## config.mk

```make
export PLATFORM = sky130hd
export DESIGN_NAME = game_sequencer
export DESIGN_NICKNAME = d
export VERILOG_FILES = /design/src/rtl/game_pkg.sv /design/src/rtl/pipe_lfsr16.sv /design/src/rtl/game_sequencer.sv
export SDC_FILE = /design/constraint.sdc
export NUM_CORES = 1
export LEC_CHECK = 0
export BUFFER_PORTS_ARGS = -buffer_cell sky130_fd_sc_hd__clkbuf_2
export CAP_MARGIN = 20
export CORE_MARGIN = 3
export CORE_UTILIZATION = 50
export CTS_CLUSTER_SIZE = 25
export DETAILED_ROUTE_END_ITERATION = 8
export PLACE_DENSITY = 0.78
export RECOVER_POWER = 50
export REMOVE_ABC_BUFFERS = 1
export SETUP_SLACK_MARGIN = 0.3
export SLEW_MARGIN = 40
export SYNTH_ARGS = -nofsm -noshare
export SYNTH_HDL_FRONTEND = slang
export SYNTH_SLANG_ARGS = --single-unit
```

## constraint.sdc

```tcl
create_clock -name clk -period 3.4 [get_ports clk]
set_clock_uncertainty 0.05 [all_clocks]
set_input_delay 0.34 -clock clk [delete_from_list [all_inputs] [get_ports clk]]
set_output_delay 0.34 -clock clk [all_outputs]
set_load 0.02 [all_outputs]
```

## src/rtl/game_pkg.sv

```systemverilog
// rtl/game_pkg.sv - shared state encoding, coordinate type and pipe constants
package game_pkg;

  typedef enum logic [1:0] {
    ST_IDLE  = 2'd0,
    ST_PLAY  = 2'd1,
    ST_DYING = 2'd2,
    ST_OVER  = 2'd3
  } state_e;

  typedef logic [11:0] coord_t;

  localparam int SCREEN_W_DEF     = 800;
  localparam int PIPE_SPEED_DEF   = 2;
  localparam int PIPE_SPACING_DEF = 280;
  localparam int GAP_H_DEF        = 160;
  localparam int GROUND_Y_DEF     = 560;
  localparam int DIE_FRAMES_DEF   = 60;

  localparam int NUM_PIPES    = 3;
  localparam int PIPE_MIN_X   = 40;
  localparam int PIPE_Y_BASE  = 80;
  localparam int PIPE_Y1_INIT = 200;

  localparam logic [15:0] LFSR_SEED = 16'hACE1;

  // Starting x of pipe k: just off the right edge, spaced evenly.
  function automatic coord_t pipe_x_init(input int screen_w, input int spacing, input int k);
    return coord_t'(screen_w + PIPE_MIN_X + k * spacing);
  endfunction

endpackage

```

## src/rtl/pipe_lfsr16.sv

```systemverilog
// rtl/pipe_lfsr16.sv - free-running 16-bit Fibonacci LFSR for pipe gap heights
module pipe_lfsr16
  import game_pkg::*;
(
  input  logic        clk,
  input  logic        rst,
  output logic [15:0] value
);

  logic [15:0] lfsr_q, lfsr_d;

  // Shift left, feedback from taps 16,14,13,11.
  always_comb begin
    lfsr_d = {lfsr_q[14:0], lfsr_q[15] ^ lfsr_q[13] ^ lfsr_q[12] ^ lfsr_q[10]};
  end

  // Advances every clock regardless of game state.
  always_ff @(posedge clk or negedge rst) begin
    if (!rst) lfsr_q <= LFSR_SEED;
    else      lfsr_q <= lfsr_d;
  end

  assign value = lfsr_q;

endmodule

```

## src/rtl/game_sequencer.sv

```systemverilog
// rtl/game_sequencer.sv - game state machine and scrolling pipe positions
module game_sequencer
  import game_pkg::*;
#(
  parameter int SCREEN_W     = SCREEN_W_DEF,
  parameter int PIPE_SPEED   = PIPE_SPEED_DEF,
  parameter int PIPE_SPACING = PIPE_SPACING_DEF,
  parameter int GAP_H        = GAP_H_DEF,
  parameter int GROUND_Y     = GROUND_Y_DEF,
  parameter int DIE_FRAMES   = DIE_FRAMES_DEF
) (
  input  logic        clk,
  input  logic        rst,
  input  logic        frame_tick,
  input  logic        btn_flap,
  input  logic        crash,
  input  logic [11:0] bird_y,
  output logic [1:0]  game_state,
  output logic        play_en,
  output logic        flap_pulse,
  output logic        clr_game,
  output logic [11:0] pip0_x,
  output logic [11:0] pip0_y1,
  output logic [11:0] pip0_y2,
  output logic [11:0] pip1_x,
  output logic [11:0] pip1_y1,
  output logic [11:0] pip1_y2,
  output logic [11:0] pip2_x,
  output logic [11:0] pip2_y1,
  output logic [11:0] pip2_y2
);

  state_e      state_q, state_d;
  logic        btn_q, btn_d;
  logic        play_en_q, play_en_d;
  logic        flap_pulse_q, flap_pulse_d;
  logic        clr_game_q, clr_game_d;
  logic [5:0]  die_cnt_q, die_cnt_d;
  coord_t      x_q  [NUM_PIPES];
  coord_t      x_d  [NUM_PIPES];
  coord_t      y1_q [NUM_PIPES];
  coord_t      y1_d [NUM_PIPES];
  coord_t      y2_q [NUM_PIPES];
  coord_t      y2_d [NUM_PIPES];
  logic [15:0] lfsr;
  logic        flap_edge;
  logic        hit;
  logic        reload;
  coord_t      nx;
  logic [7:0]  sample;
  logic        lfsr_used;

  pipe_lfsr16 u_lfsr (
    .clk   (clk),
    .rst   (rst),
    .value (lfsr)
  );

  assign flap_edge = btn_flap & ~btn_q;
  assign hit       = crash | (bird_y >= coord_t'(GROUND_Y));

  // Next state and one-cycle command pulses; dying beats a simultaneous flap.
  always_comb begin
    state_d      = state_q;
    die_cnt_d    = die_cnt_q;
    flap_pulse_d = 1'b0;
    clr_game_d   = 1'b0;
    reload       = 1'b0;
    btn_d        = btn_flap;
    play_en_d    = (state_q == ST_PLAY);
    case (state_q)
      ST_IDLE: begin
        if (flap_edge) begin
          state_d      = ST_PLAY;
          flap_pulse_d = 1'b1;
        end
      end
      ST_PLAY: begin
        if (hit) begin
          state_d   = ST_DYING;
          die_cnt_d = '0;
        end else if (flap_edge) begin
          flap_pulse_d = 1'b1;
        end
      end
      ST_DYING: begin
        if (frame_tick) begin
          die_cnt_d = die_cnt_q + 6'd1;
          if (die_cnt_q == 6'(DIE_FRAMES - 1)) state_d = ST_OVER;
        end
      end
      ST_OVER: begin
        if (flap_edge) begin
          state_d    = ST_IDLE;
          clr_game_d = 1'b1;
          reload     = 1'b1;
        end
      end
      default: state_d = ST_IDLE;
    endcase
  end

  // Pipe scroll and wrap; simultaneous wraps take successive LFSR bytes.
  always_comb begin
    x_d       = x_q;
    y1_d      = y1_q;
    y2_d      = y2_q;
    nx        = '0;
    sample    = '0;
    lfsr_used = 1'b0;
    if (reload) begin
      for (int k = 0; k < NUM_PIPES; k++) begin
        x_d[k]  = pipe_x_init(SCREEN_W, PIPE_SPACING, k);
        y1_d[k] = coord_t'(PIPE_Y1_INIT);
        y2_d[k] = coord_t'(PIPE_Y1_INIT + GAP_H);
      end
    end else if (state_q == ST_PLAY && frame_tick) begin
      for (int k = 0; k < NUM_PIPES; k++) begin
        nx = x_q[k] - coord_t'(PIPE_SPEED);
        if (nx < coord_t'(PIPE_MIN_X)) begin
          nx        = nx + coord_t'(NUM_PIPES * PIPE_SPACING);
          sample    = lfsr_used ? lfsr[15:8] : lfsr[7:0];
          lfsr_used = 1'b1;
          y1_d[k]   = coord_t'(PIPE_Y_BASE) + coord_t'(sample);
          y2_d[k]   = coord_t'(PIPE_Y_BASE) + coord_t'(sample) + coord_t'(GAP_H);
        end
        x_d[k] = nx;
      end
    end
  end

  // State, edge detector, pulses and pipe registers.
  always_ff @(posedge clk or negedge rst) begin
    if (!rst) begin
      state_q      <= ST_IDLE;
      btn_q        <= 1'b1;
      play_en_q    <= 1'b0;
      flap_pulse_q <= 1'b0;
      clr_game_q   <= 1'b0;
      die_cnt_q    <= '0;
      for (int k = 0; k < NUM_PIPES; k++) begin
        x_q[k]  <= pipe_x_init(SCREEN_W, PIPE_SPACING, k);
        y1_q[k] <= coord_t'(PIPE_Y1_INIT);
        y2_q[k] <= coord_t'(PIPE_Y1_INIT + GAP_H);
      end
    end else begin
      state_q      <= state_d;
      btn_q        <= btn_d;
      play_en_q    <= play_en_d;
      flap_pulse_q <= flap_pulse_d;
      clr_game_q   <= clr_game_d;
      die_cnt_q    <= die_cnt_d;
      x_q          <= x_d;
      y1_q         <= y1_d;
      y2_q         <= y2_d;
    end
  end

  assign game_state = state_q;
  assign play_en    = play_en_q;
  assign flap_pulse = flap_pulse_q;
  assign clr_game   = clr_game_q;
  assign pip0_x     = x_q[0];
  assign pip0_y1    = y1_q[0];
  assign pip0_y2    = y2_q[0];
  assign pip1_x     = x_q[1];
  assign pip1_y1    = y1_q[1];
  assign pip1_y2    = y2_q[1];
  assign pip2_x     = x_q[2];
  assign pip2_y1    = y1_q[2];
  assign pip2_y2    = y2_q[2];

endmodule
```

-- Word-level counts from Yosys, hierarchy flattened
Index checks and enable logic that the tools add are counted.
- bits in registers: 136
- bits of input ports: 17
- word-level logic and storage cells: 96
- add/sub/neg operators: 13
- magnitude comparators: 4
- equality and inequality tests: 9
- multiplexer cells: 36
- bitwise operators: 6
- reductions and logical operators: 12
- operators by type and width (kind ; count):
    36-bit two-way mux ; 6
    12-bit two-way mux ; 9
    12-bit by 10-bit adder with 12-bit output, second input constant ; 3
    12-bit by 6-bit less-than comparator with 1-bit output, second input constant ; 3
    12-bit by 2-bit subtractor with 12-bit output, second input constant ; 3
    9-bit by 8-bit adder with 10-bit output, second input constant ; 3
    7-bit by 8-bit adder with 9-bit output, first input constant ; 3
    8-bit two-way mux ; 2
    12-bit by 10-bit >= comparator with 1-bit output, second input constant ; 1
    6-bit two-way mux ; 2
    6-bit one-hot mux with 2 select lines ; 1
    2-bit two-way mux ; 5
    2-bit nonzero test ; 5
    1-bit two-way mux ; 9
    2-bit != test, second input constant ; 4
    2-bit one-hot mux with 4 select lines ; 1
    6-bit by 1-bit adder with 6-bit output, second input constant ; 1
    6-bit == test, second input constant ; 1
    2-bit AND reduction ; 3
    5-bit AND reduction ; 1
    2-bit == test, second input constant ; 2
    3-bit AND reduction ; 1
    1-bit XOR ; 3
    2-bit by 1-bit == test with 1-bit output, second input constant ; 1
    7 further kinds ; 7

-- Logic depth before layout (Yosys ltp)
- depth in word-level cells: 14
- depth in mapped cells: 16

-- Modules after synthesis
A second synthesis with hierarchy kept.
- cells, all modules: 626
- area total of the unflattened synthesis: 5955.7 sq um
- modules (own cells, without submodules) (module ; times used ; cells an instance ; area each (sq um) ; sequential area each (sq um)):
    game_sequencer ; 1 ; 592 ; 5406.4 ; 2217.1
    pipe_lfsr16 ; 1 ; 34 ; 549.3 ; 410.4

-- Worst setup path after synthesis
OpenSTA, ideal clock, no wires.
- path kind: register to register
- start point: reg x_q, in the netlist pip0_x[1]
- end point: reg y2_q, in the netlist pip1_y2[8]
- setup time: 0.084 ns
- arrival: 3.351 ns
- data required time: 3.266 ns
- slack: -0.085 ns
- cell stages (with the launch flop): 17
- buffers on the path: 3
- clock period less this slack: 3.485 ns
- cells stage by stage: dfrtp_1 > inv_1 > ha_1 > clkbuf_1 > o21bai_1 > a311o_1 > o21ai_1 > o211a_1 > buf_6 > nand2_2 > buf_2 > mux2_2 > ha_1 > a211o_1 > o32a_1 > o22ai_1 > nor2_1
- word-level cells in the longest chain between the ends: 11
- RTL lines (item ; RTL line ; text):
    start, declared ; game_sequencer.sv:39 ; coord_t x_q [NUM_PIPES];
    start signal, assigned by index ; game_sequencer.sv:142 ; x_q[k] <= pipe_x_init(SCREEN_W, PIPE_SPACING, k);
    12-bit by 2-bit subtractor with 12-bit output ; game_sequencer.sv:119 ; nx = x_q[k] - coord_t'(PIPE_SPEED);
    12-bit by 6-bit less-than comparator with 1-bit output ; game_sequencer.sv:120 ; if (nx < coord_t'(PIPE_MIN_X)) begin
    1-bit two-way mux ; game_sequencer.sv:120 ;
    1-bit two-way mux ; game_sequencer.sv:117 ; end else if (state_q == ST_PLAY && frame_tick) begin
    1-bit two-way mux ; game_sequencer.sv:111 ; if (reload) begin
    8-bit two-way mux ; game_sequencer.sv:122 ; sample = lfsr_used ? lfsr[15:8] : lfsr[7:0];
    7-bit by 8-bit adder with 9-bit output ; game_sequencer.sv:125 ; y2_d[k] = coord_t'(PIPE_Y_BASE) + coord_t'(sample) + coord_t'(GAP_H);
    9-bit by 8-bit adder with 10-bit output ; game_sequencer.sv:125 ;
    12-bit two-way mux ; game_sequencer.sv:120 ;
    36-bit two-way mux ; game_sequencer.sv:117 ;
    36-bit two-way mux ; game_sequencer.sv:111 ;
    end signal, assigned by index ; game_sequencer.sv:144 ; y2_q[k] <= coord_t'(PIPE_Y1_INIT + GAP_H);
    end signal, assigned ; game_sequencer.sv:155 ; y2_q <= y2_d;
    end, declared ; game_sequencer.sv:43 ; coord_t y2_q [NUM_PIPES];
Every way passes these cells. The select of a mux whose other input is x is not followed.
A chain may end at the register's enable or synchronous reset.

-- Worst setup path after layout
- start point: reg x_q, in the netlist pip1_x[2]
- end point: reg y2_q, in the netlist pip2_y2[9]
Same word-level chain as after synthesis.

==> results.cfg <==
[logic_synthesis]
synth.largest_area_cell = dfrtp_1
synth_area_mm2 = 0.005832
synthCells = 609
ys_types = 73
synth-seq-cells = 103
synthArstFlopShare_pct = 100.0
ys_top_cells_by_area = dfrtp_1 27%, dfstp_2 18%, buf_4 4.2%, nand2_1 4.2%, a21oi_1 3.9%
synth-seq-area-share_pct = 45.05
yosysWarningCount = 0
synth.top_cell.area_share_pct = 27.03
synth-edff-count = 0
synthFlopType = dfrtp_1
avgSynthCellArea_um2 = 9.576

[clock_network]
cts.htree.levels = 3
clkSinkCount = 103
cts.path.max_buffers = 2
cts_buffers = 9
cts-root-buf = clkbuf_16
clkLatencyLatePin_ns = 0.36
cts_tree = yes
ctsHoldBuffers = 0
clk_pin_slew_ns = 0.08

[placed_design]
gp_congestion = 0.8749
dp_worst_setup_slack_ns = 0.001311
port_buffers = 107
dp_cells = 834
hpwlAfterDp_um = 9917

[route]
ant_nets = 0
wl_um = 14820
post_drt_wl_per_cell_um = 16.98
drt_first_iter_violations = 366
route.detailed.drc = 0
route.vias.total = 4971
drtPass1Iterations = 5
viasPerCell = 5.694

[global_route]
antenna_found_initial = 0
grt_pass1_wl_um = 24020
track_usage_pct = 22.75
gr-total-overflow = 0
grt_pass1_vias = 4880
grt_max_degree = 90

[floorplanning]
row_count = 38
start_util_pct = 52.42
core_area_mm2 = 0.01113
ios = 130
die_w_um = 114
die-area_mm2 = 0.01300
die_height_um = 114

[timing]
slew_headroom_pct = -40.50
finalCriticalPeriod_ns = 3.134
hold_viol_final = 0
rsz0062_at_grt = yes
fin_crit_sh_pct = 92.18
setup_slack_ns = 0.2660
max_freq_mhz = 319.1
tightest_slew_ns = 2.108
slew_viol_final = 90
setup_viol = 0
whs_ns = 0.02330

[status]
status = finished with violations
violations = capacitance limit, slew limit

[pwr]
leakagePower_nw = 3.168
cellPowerDensity_mw_per_mm2 = 762.8
clockPowerShare_pct = 19.0
netSwitchingFraction_pct = 42.97
switchingPower_w = 0.002303
seq_power_share_pct = 36.6
pwr-share-comb_pct = 44.4
intPower_w = 0.003057
ir_drop_v = 0.0003996

[cells_and_area]
areaGrowthSynthToFinish_pct = 20.49
fin_cells = 873
diodes = 0
nets = 762
fillers = 927
utilization_pct = 63.16
drive_above_1_share_pct = 30.42

[worst_hold_path]
hp-class = in2reg

[job]
drv_cap = 1

[setup_path]
worstSetupStartpointType = flip-flop
end_kind = flip-flop
cp_max_fo = 5
cp.arrival_ns = 3.33
path_class = reg2reg
crit_required_ns = 3.60
==> state kept, by name (all words and copies together) (netlist names), 2 cells and up <==
name and cells:
u_lfsr.value 16, die_cnt_q 6, pip1_x 11, pip2_y2 5, pip2_y1 9, pip2_x 11, game_state 2, pip0_y2 5
pip1_y1 9, pip0_y1 9, pip1_y2 5, pip0_x 11
==> critical path, stage by stage, from the launching register on <==
cell and delay (ns):
dfrtp_1 0.42, or2_4 0.27, or4_4 0.47, xnor2_4 0.17, a2111oi_4 0.43, a21oi_4 0.10, mux2_4 0.35, ha_4 0.17
inv_4 0.07, xnor2_4 0.07, ha_4 0.17, nand2b_4 0.12, a22o_1 0.18
==> Yosys cell counts, types with 3 or more instances <==
cell and n:
nor2_1 53, inv_1 21, xor2_1 16, ha_1 17, nor2b_1 6, nand3_1 21
and3_1 4, o22ai_1 5, or3_1 10, nor2_2 3, dfstp_2 40, buf_2 5
nand2_1 65, o21ai_0 40, buf_4 33, xnor2_1 24, mux2_2 7, o22a_1 4
o21ai_1 3, nor3_1 10, nor3b_1 3, nand4_1 4, buf_1 3, clkbuf_1 15
a21oi_1 45, mux2i_1 14, nor4_1 5, a211oi_1 5, nor4b_1 4, a21o_1 4
a211o_1 3, dfrtp_1 63, a22o_1 7
==> metrics by stage <==
stage	power, W	instance area (um2)	TNS, ns
after floorplan	0.003415	5533	-0.8455
after global placement	0.004058	6401	0
after detailed placement	0.004169	6405	0
after CTS	0.005289	6917	0
after global routing	0.005716	7027	0
final	0.005360	7027	0
==> area by class of cell <==
type	instances	area (um2)	share of cell area, %
sequential	103	2628	37.39
multi-input combinational	443	3028	43.09
clock inverter	7	66.31	0.9437
clock buffer	9	225.2	3.205
inverter	22	85.08	1.211
timing repair buffer	149	819.5	11.66
tap	140	175.2	2.493
==> final timing paths <==
kind	from	end	slack, ns	cells past startpoint
max in group asynchronous	rst	pip1_x[3]	1.17	2
setup reg to reg	pip1_x[2]	pip2_y2[9]	0.27	12
min in group asynchronous	rst	u_lfsr.value[1]	0.53	1
hold / removal	btn_flap	btn_q	0.02	1
hold reg to reg	u_lfsr.value[11]	u_lfsr.value[12]	0.37	0
setup / recovery	pip1_x[2]	pip2_y2[9]	0.27	12
==> cells in the final DEF (no fill, tap or decap), types with 7 or more instances in the layout <==
cell	n
clkbuf_1	31
xnor2_1	24
o21ai_0	39
or3_1	8
conb_1	18
ha_1	13
inv_1	19
xor2_1	15
clkbuf_16	9
nor2_1	52
dfstp_1	7
nand3_1	21
dfrtp_1	63
dfstp_2	33
clkbuf_2	77
mux2i_1	13
nor3_1	10
a21oi_1	42
a22o_1	7
nand2_1	65
buf_4	39
==> kinds of logic (layout without fill, tap and decap cells) <==
logic type,after synthesis,after routing,share of synthesized area (%)
fa+ha+maj,17,17,3.647
flops,103,103,45.05
mux,22,22,3.991
compound gates,139,139,15.43
simple gates,205,205,17.42
buf+inv,80,187,7.638
other cells,1,18,0.06430
xor+xnor,42,42,6.758
==> power by group through the flow <==
stage | Clock [W] | Sequential (W) | Combinational (W)
5_1_grt | 0.00108 | 0.00201 | 0.00262
3_3_place_gp | 0 | 0.00194 | 0.00212
4_1_cts | 0.00103 | 0.00195 | 0.00231
3_5_place_dp | 0 | 0.00197 | 0.00220
2_1_floorplan | 0 | 0.00228 | 0.00114
6_report | 0.00102 | 0.00196 | 0.00238
==> timing repair <==
item                                    CTS  global route
pin swaps                                11             9
resized for setup                        20            22
setup buffers                            16             7
endpoints found under the setup margin   18            14
==> routing by layer <==
| layer | vias to the layer above | wire [um] | global-route usage [%] |
|---|---|---|---|
| met5 | - | 0 | 0 |
| met4 | 0 | 356 | 7.838 |
| met3 | 30 | 823 | 3.767 |
| met2 | 169 | 7398 | 38.33 |
| met1 | 2451 | 6244 | 29.83 |
| li1 | 2321 | - | - |
Note: power is estimated with default switching activity, not from simulation.
